`src/rtl/bcd_counter_display.sv`:
```
// Multi-digit BCD up/down counter with prescaled stepping and a time-multiplexed
// active-low 7-segment drive. Define BCD_LZ_BLANK_EN to blank leading zero digits.
module bcd_counter_display #(
    parameter int unsigned DIGITS   = 4,
    parameter int unsigned TICK_DIV = 20_000_000,
    parameter int unsigned SCAN_DIV = 12_000
) (
    input  logic                  clk,
    input  logic                  rst_n,
    input  logic                  en,
    input  logic                  up,
    input  logic                  load,
    input  logic [4*DIGITS-1:0]   load_val,
    output logic [4*DIGITS-1:0]   count,
    output logic                  tc,
    output logic [6:0]            seg,
    output logic [DIGITS-1:0]     dig_sel
);

    localparam int unsigned PW = (TICK_DIV > 1) ? $clog2(TICK_DIV) : 1;
    localparam int unsigned SW = (SCAN_DIV > 1) ? $clog2(SCAN_DIV) : 1;
    localparam int unsigned IW = (DIGITS > 1) ? $clog2(DIGITS) : 1;
    localparam int unsigned CW = 4 * DIGITS;

    logic [PW-1:0] presc;
    logic [SW-1:0] scnt;
    logic [IW-1:0] idx;
    logic          tick;
    logic [CW-1:0] step_count;
    logic [CW-1:0] load_clean;
    logic          carry;
    logic [3:0]    d;
    logic [3:0]    cur_digit;
    logic          cur_blank;

    function automatic logic [6:0] enc(input logic [3:0] v);
        case (v)
            4'd0:    enc = 7'b0000001;
            4'd1:    enc = 7'b1001111;
            4'd2:    enc = 7'b0010010;
            4'd3:    enc = 7'b0000110;
            4'd4:    enc = 7'b1001100;
            4'd5:    enc = 7'b0100100;
            4'd6:    enc = 7'b0100000;
            4'd7:    enc = 7'b0001111;
            4'd8:    enc = 7'b0000000;
            4'd9:    enc = 7'b0000100;
            default: enc = 7'b1111111;
        endcase
    endfunction

    assign tick = en && (presc == PW'(TICK_DIV - 1));

    // Ripple carry/borrow across digits; carry surviving the top digit means full wrap.
    always_comb begin
        step_count = count;
        carry      = 1'b1;
        d          = 4'd0;
        for (int i = 0; i < int'(DIGITS); i++) begin
            d = count[4*i +: 4];
            if (carry) begin
                if (up) begin
                    if (d == 4'd9) step_count[4*i +: 4] = 4'd0;
                    else begin
                        step_count[4*i +: 4] = d + 4'd1;
                        carry = 1'b0;
                    end
                end else begin
                    if (d == 4'd0) step_count[4*i +: 4] = 4'd9;
                    else begin
                        step_count[4*i +: 4] = d - 4'd1;
                        carry = 1'b0;
                    end
                end
            end
        end
    end

    // Non-decimal load nibbles are forced to 0 so count digits stay in 0..9.
    always_comb begin
        load_clean = '0;
        for (int i = 0; i < int'(DIGITS); i++) begin
            load_clean[4*i +: 4] = (load_val[4*i +: 4] > 4'd9) ? 4'd0 : load_val[4*i +: 4];
        end
    end

    always_ff @(posedge clk or negedge rst_n) begin
        if (!rst_n) begin
            presc <= '0;
            count <= '0;
            tc    <= 1'b0;
        end else if (load) begin
            presc <= '0;
            count <= load_clean;
            tc    <= 1'b0;
        end else begin
            tc <= 1'b0;
            if (tick) begin
                presc <= '0;
                count <= step_count;
                tc    <= carry;
            end else if (en) begin
                presc <= presc + PW'(1);
            end
        end
    end

    always_ff @(posedge clk or negedge rst_n) begin
        if (!rst_n) begin
            scnt <= '0;
            idx  <= '0;
        end else if (scnt == SW'(SCAN_DIV - 1)) begin
            scnt <= '0;
            idx  <= (idx == IW'(DIGITS - 1)) ? '0 : idx + IW'(1);
        end else begin
            scnt <= scnt + SW'(1);
        end
    end

`ifdef BCD_LZ_BLANK_EN
    logic [DIGITS-1:0] blank;
    logic              hz;

    // A digit blanks when it and every more significant digit are zero.
    always_comb begin
        blank = '0;
        hz    = 1'b1;
        for (int i = int'(DIGITS) - 1; i > 0; i--) begin
            hz       = hz && (count[4*i +: 4] == 4'd0);
            blank[i] = hz;
        end
    end
`endif

    always_comb begin
        cur_digit = 4'd0;
        cur_blank = 1'b0;
        for (int i = 0; i < int'(DIGITS); i++) begin
            if (IW'(i) == idx) begin
                cur_digit = count[4*i +: 4];
`ifdef BCD_LZ_BLANK_EN
                cur_blank = blank[i];
`endif
            end
        end
    end

    always_ff @(posedge clk or negedge rst_n) begin
        if (!rst_n) begin
            seg     <= 7'b1111111;
            dig_sel <= '1;
        end else begin
            seg     <= cur_blank ? 7'b1111111 : enc(cur_digit);
            dig_sel <= ~(DIGITS'(1) << idx);
        end
    end

endmodule

```
`config.mk`:
```
export PLATFORM = sky130hd
export DESIGN_NAME = bcd_counter_display
export DESIGN_NICKNAME = d
export VERILOG_FILES = /design/src/rtl/bcd_counter_display.sv
export SDC_FILE = /design/constraint.sdc
export NUM_CORES = 1
export LEC_CHECK = 0
export BUFFER_PORTS_ARGS = -buffer_cell sky130_fd_sc_hd__buf_2
export CORE_MARGIN = 5
export CORE_UTILIZATION = 59
export CTS_CLUSTER_DIAMETER = 30
export DETAILED_ROUTE_END_ITERATION = 16
export PLACE_DENSITY = 0.79
export SETUP_SLACK_MARGIN = 0.1
export SKIP_LAST_GASP = 1
export SLEW_MARGIN = 40
export SYNTH_ARGS = -nofsm -noshare
export SYNTH_HDL_FRONTEND = slang
export SYNTH_SLANG_ARGS = --single-unit
```
`constraint.sdc`:
```
create_clock -name clk -period 2.6 [get_ports clk]
set_input_delay 0.39 -clock clk [delete_from_list [all_inputs] [get_ports clk]]
set_output_delay 0.39 -clock clk [all_outputs]
set_load 0.02 [all_outputs]
```
==> flow_metrics.env, run 1 <==
export IMPL_run_status="finished clean"
export IMPL_vias=3730
export IMPL_seq_area_mm2=0.00174
export IMPL_hold_path_class="in -> async"
export IMPL_root_buffer="clkbuf_8"
export IMPL_nFillCells=578
export IMPL_clockBufferDepth=2
export IMPL_start_util_pct=61.3
export IMPL_rows=30
export IMPL_vias_per_cell=5.92
export IMPL_synth_area_leaders="dfrtp_1, dfstp_2, xor2_1"
export IMPL_post_route_min_period_ns=2.40
export IMPL_insertion_delay_ns=0.36
export IMPL_antenna_found_initial=0
export IMPL_synth_net_count=515
export IMPL_worst_pin_slew_ns=0.713
export IMPL_drc=0
export IMPL_synth_top_area_cell="dfrtp_1"
export IMPL_port_buffers=48
export IMPL_setup_violations=0
export IMPL_routed_wl_mm=9.85
export IMPL_crit_family="simple AND/OR/NAND/NOR gates"
export IMPL_grt_usage_pct=23.4
export IMPL_overflow=0
export IMPL_synth_area_mm2=0.00423
export IMPL_die_w_um=94.7
export IMPL_dieArea_mm2=0.00897
export IMPL_post_place_cells=614
export IMPL_cts_sinks=69
export IMPL_dpl_cell_area_mm2=0.00460
export IMPL_finalInstanceArea_mm2=0.00483
export IMPL_hold_buffers=0
export IMPL_numCtsBuffers=9
export IMPL_synth_seq_area_share_pct=41.1
export IMPL_ant_nets=0
export IMPL_cts_tree="done"
export IMPL_yosysUniqueCellTypes=58
export IMPL_place_worst_setup_slack_ns=0.225
export IMPL_grt_pass1_wl_mm=16.5
export IMPL_critPathBufInv=0
export IMPL_htreeDepth=3
export IMPL_fin_nets=561
export IMPL_end_kind="register"
export IMPL_maxSlewViolCount=0
export IMPL_drtPass1Iterations=4
export IMPL_hold_viol_final=0
export IMPL_ys_flop_type="dfrtp_1"
export IMPL_cp_slowest_cell="or4b_4"
export IMPL_async_flop_share_pct=100
export IMPL_grt_max_degree=31
export IMPL_first_global_vias=3497
export IMPL_ys_warn_count=0
export IMPL_worstSetupPathType="reg -> reg"
export IMPL_io_pins=49
export IMPL_drt_iter0_drc=296
export IMPL_coreArea_mm2=0.00691
export IMPL_globalplace_congestion=0.951
export IMPL_ir_worst_vdd_mv=0.288
export IMPL_fin_crit_sh_pct=92.3
export IMPL_power_density_mw_per_mm2=527
export IMPL_worstSetupStartpointType="register"
export IMPL_fin_cells=630
export IMPL_cts_resized=0
export IMPL_synth_area_per_cell_um2=8.76
export IMPL_utilization_pct=69.9
export IMPL_antennaDiodeCount=0
export IMPL_post_cts_buffers=0
export IMPL_dp_hpwl_mm=7.07
export IMPL_holdWs_ns=0.0726
export IMPL_rsz0062_at_grt="false"
export IMPL_critPathMaxFanout=6
export IMPL_relSlewSlack_pct=52.5
export IMPL_cap_violations=0
export IMPL_power_mw=2.54
export IMPL_die_y_um=94.7
export IMPL_ys_seq_elements=69
export IMPL_slowest_delay_ns=0.55
export IMPL_synth_top_cell_area_share_pct=34.3
export IMPL_setup_tns_final_ns=0
export IMPL_synth_cells=483
export IMPL_path_cells="or4b_4 > nor4_4 > nand3_2 > or4b_1 > a32o_1"
export IMPL_leakagePower_nw=2.10
export IMPL_multi_input_area_mm2=0.00229
export IMPL_area_growth_pct=14.1
export IMPL_wl_per_cell_um=15.6
export IMPL_fin_ws_ns=0.200
export IMPL_finClkSkew_ns=0.0122
export IMPL_drive_gt1_share_pct=20.2
export IMPL_crit_arrival_ns=2.64
export IMPL_synth_edf_count=0
export IMPL_crit_required_ns=2.84
export IMPL_max_freq_ghz=0.417
export IMPL_clk_pin_slew_ns=0.09
==> registers in the layout, indices dropped and copies added, names as in the netlist <==
signal	flops
count	16
dig_sel	4
idx	2
presc	25
scnt	14
seg	7
tc	1
==> cell usage in the layout (no fill, tap or decap), types with 4 or more instances in the layout <==
| cell | n |
|---|---|
| nand3_1 | 27 |
| and3_1 | 8 |
| buf_4 | 17 |
| ha_1 | 11 |
| inv_6 | 4 |
| xnor2_1 | 18 |
| clkbuf_8 | 9 |
| mux2i_1 | 9 |
| dfstp_2 | 11 |
| nor2_1 | 58 |
| nand4b_1 | 4 |
| nand2b_1 | 4 |
| nand4_1 | 17 |
| a2bb2oi_1 | 5 |
| dfrtp_1 | 58 |
| xor2_1 | 26 |
| or3_1 | 5 |
| o21ai_0 | 32 |
| buf_2 | 48 |
| a21oi_1 | 22 |
| nand2_1 | 37 |
| nor3_1 | 13 |
| inv_1 | 21 |
| nor4_1 | 9 |
==> path summary, 6_finish.rpt <==
kind                        startpoint          to  slack [ns]  depth (start not counted)
hold reg to reg                scnt[0]     scnt[0]        0.50                          1
setup / recovery              presc[8]   count[14]        0.20                          5
hold / removal                   rst_n    presc[0]        0.07                          1
min in group clk           load_val[0]    count[0]        0.26                          3
setup reg to reg              presc[8]   count[14]        0.20                          5
max in group asynchronous        rst_n  dig_sel[2]        1.73                          2
==> metal layers <==
| metal | share of wire, % | up-vias | track usage [%] |
|---|---|---|---|
| met3 | 4.9 | 31 | 4.06 |
| met5 | 0 | - | 0 |
| met4 | 3.0 | 0 | 12.0 |
| li1 | - | 1796 | - |
| met2 | 51 | 104 | 39.6 |
| met1 | 41 | 1799 | 28.7 |
==> power by group <==
part | switching, mW | internal, mW | leakage, nW
Sequential | 0.0499 | 1.12 | 0.894
Combinational | 0.217 | 0.145 | 1.10
Clock | 0.459 | 0.553 | 0.111
==> synthesized netlist by cell type, types with 3 or more instances <==
cell,instances
xor2_1,26
xnor2_1,18
or4_1,3
o21ai_0,32
mux2_2,3
a2bb2oi_1,5
dfrtp_1,58
nor3_1,13
a22oi_1,3
nand2_1,37
ha_1,11
o211ai_1,3
a221o_1,3
nand4_1,17
nor2b_1,3
nor2_1,58
nand2b_1,4
a21oi_1,22
or3_1,5
dfstp_2,11
clkbuf_1,26
a22o_1,3
mux2i_1,9
nand3_1,27
buf_2,4
nand4b_1,4
inv_1,21
nand3b_1,3
nor4_1,9
or2_2,3
and3_1,8
==> final cells by class <==
cell class,count,share of cell area (%)
tap,96,2.49
sequential,69,36.0
inverter,22,1.71
clock inverter,7,2.12
multi-input combinational,362,47.5
timing repair buffer,65,7.62
clock buffer,9,2.56
==> cells by family after synthesis <==
kind of cell / after synthesis / share of synthesized area [%]
adders and majority gates: 11 / 3.25
buffers and inverters: 52 / 4.73
AOI/OAI and AO/OA: 90 / 13.8
xor gates and xnor gates: 44 / 9.10
and+or+nand+nor: 205 / 25.1
DFF: 69 / 41.1
muxes: 12 / 2.93
Note: power is estimated with default switching activity, not from simulation.
==> inputs of run 2 (changes only) <==
--- a/config.mk
+++ b/config.mk
@@ -11,6 +11,7 @@
 export CTS_CLUSTER_DIAMETER = 30
 export DETAILED_ROUTE_END_ITERATION = 16
 export PLACE_DENSITY = 0.79
+export REMOVE_ABC_BUFFERS = 1
 export SETUP_SLACK_MARGIN = 0.1
 export SKIP_LAST_GASP = 1
 export SLEW_MARGIN = 40
==> flow_metrics.env, run 2 (synthesis results as in run 1) <==
export IMPL_drt_iter0_drc=200
export IMPL_swShare_pct=29.6
export IMPL_grt_pass1_wl_mm=16.9
export IMPL_run_status="finished clean"
export IMPL_power_frac_seq_pct=48.5
export IMPL_start_util_pct=61.3
export IMPL_final_common_cell="nor2_1"
export IMPL_leakagePower_nw=2.08
export IMPL_clkPwrFrac_pct=36.8
export IMPL_ir_worst_vdd_mv=0.324
export IMPL_cts_tree="done"
export IMPL_cts_sinks=69
export IMPL_finClkSkew_ns=0.0104
export IMPL_clockBufferDepth=2
export IMPL_vias_per_cell=5.88
export IMPL_grt_usage_pct=24.3
export IMPL_area_growth_pct=13.5
export IMPL_setup_violations=0
export IMPL_largest_register_ffs=25
export IMPL_drtPass1Iterations=4
export IMPL_grt_max_degree=70
export IMPL_reg2reg_depth=5
export IMPL_hold_path_class="in -> async"
export IMPL_vias=3684
export IMPL_drive_gt1_share_pct=20.5
export IMPL_coreArea_mm2=0.00691
export IMPL_reg_top3="presc x25, count x16, scnt x14"
export IMPL_numCtsBuffers=9
export IMPL_routed_wl_mm=9.93
export IMPL_wl_per_cell_um=15.8
export IMPL_die_w_um=94.7
export IMPL_rows=30
export IMPL_critPathMaxFanout=5
export IMPL_insertion_delay_ns=0.36
export IMPL_fin_nets=558
export IMPL_antenna_found_initial=0
export IMPL_antennaDiodeCount=0
export IMPL_drc=0
export IMPL_max_freq_ghz=0.416
export IMPL_overflow=0
export IMPL_io_pins=49
export IMPL_fin_crit_sh_pct=92.5
export IMPL_die_y_um=94.7
export IMPL_worstSetupPathType="reg -> reg"
export IMPL_root_buffer="clkbuf_8"
export IMPL_layout_common_cells="nor2_1, dfrtp_1, buf_2"
export IMPL_regMostFlops="presc"
export IMPL_dpl_cell_area_mm2=0.00459
export IMPL_relSlewSlack_pct=58.4
export IMPL_worstSetupStartpointType="register"
export IMPL_p_sw_uw=719
export IMPL_post_route_min_period_ns=2.41
export IMPL_maxSlewViolCount=0
export IMPL_worst_pin_slew_ns=0.618
export IMPL_crit_required_ns=2.84
export IMPL_first_global_vias=3523
export IMPL_dp_hpwl_mm=6.97
export IMPL_power_density_mw_per_mm2=505
export IMPL_comb_power_share_pct=14.7
export IMPL_setup_tns_final_ns=0
export IMPL_ant_nets=0
export IMPL_dieArea_mm2=0.00897
export IMPL_crit_arrival_ns=2.65
export IMPL_globalplace_congestion=0.932
export IMPL_end_kind="register"
export IMPL_htreeDepth=3
export IMPL_finalInstanceArea_mm2=0.00481
export IMPL_hold_viol_final=0
export IMPL_cap_violations=0
export IMPL_port_buffers=48
export IMPL_clk_pin_slew_ns=0.08
export IMPL_nFillCells=551
export IMPL_rsz0062_at_grt="false"
export IMPL_p_int_mw=1.71
==> run 2: cell count changes in the layout (fill, tap and decap cells not counted), sizes merged <==
cell / change
clkinv: +4
bufinv: -1
buf: -3
inv: -3
==> run 2: path summary, 6_finish.rpt <==
check / from / to / slack [ns]
max: presc[9] / count[14] / 0.19
min: rst_n / presc[0] / 0.05
max reg2reg: presc[9] / count[14] / 0.19
min reg2reg: scnt[0] / scnt[0] / 0.49
max in group asynchronous: rst_n / seg[1] / 2.23
min in group clk: load_val[5] / count[5] / 0.28
==> run 2: power groups by stage <==
stage	Combinational, mW	Sequential [mW]	Clock, mW
detailed placement	0.355	1.20	0
global route	0.396	1.18	0.959
floorplan	0.164	1.23	0
global placement	0.344	1.19	0
finish	0.357	1.18	0.894
CTS	0.357	1.18	0.912
==> run 2: worst max-delay path, stage by stage, from the launching register on <==
cell	delay [ns]
dfrtp_2	0.45
or4b_4	0.56
nor4_4	0.37
nand3_2	0.13
or4b_1	0.51
a32o_1	0.27
==> run 2: through the flow <==
stage	power, mW	std cells	utilization [%]	hold slack [ns]	setup WS (ns)
after floorplan	1.40	453	-	0.0944	0.146
after global placement	1.54	610	66.5	0.439	0.259
after detailed placement	1.55	610	66.5	0.442	0.213
after CTS	2.44	626	69.3	0.0595	0.177
after global routing	2.54	627	69.6	0.0551	0.108
final	2.43	627	69.6	0.0502	0.194
==> run 2: repair_timing <==
action,4_1_cts,5_1_grt
endpoints found under the setup margin,0,2
gates resized for setup,0,4
buffers inserted,0,1
endpoints found under the hold margin,0,0
hold buffers,0,0
==> run 2: area by class of cell <==
type | instances | area (um2) | area share (%)
Clock inverter | 7 | 73.8 | 1.54
Multi-Input combinational cell | 362 | 2300 | 48.0
Timing Repair Buffer | 62 | 358 | 7.45
Clock buffer | 9 | 124 | 2.58
Inverter | 22 | 82.6 | 1.72
Sequential cell | 69 | 1740 | 36.3
Tap cell | 96 | 120 | 2.50
==> run 2: metal layers <==
metal  GRT usage, %  vias up  part of all wire (%)
li1               -     1785                     -
met1           30.3     1769                    44
met2           40.3      102                    49
met3           4.14       28                   4.3
met4           12.7        0                   2.8
met5              0        -                     0
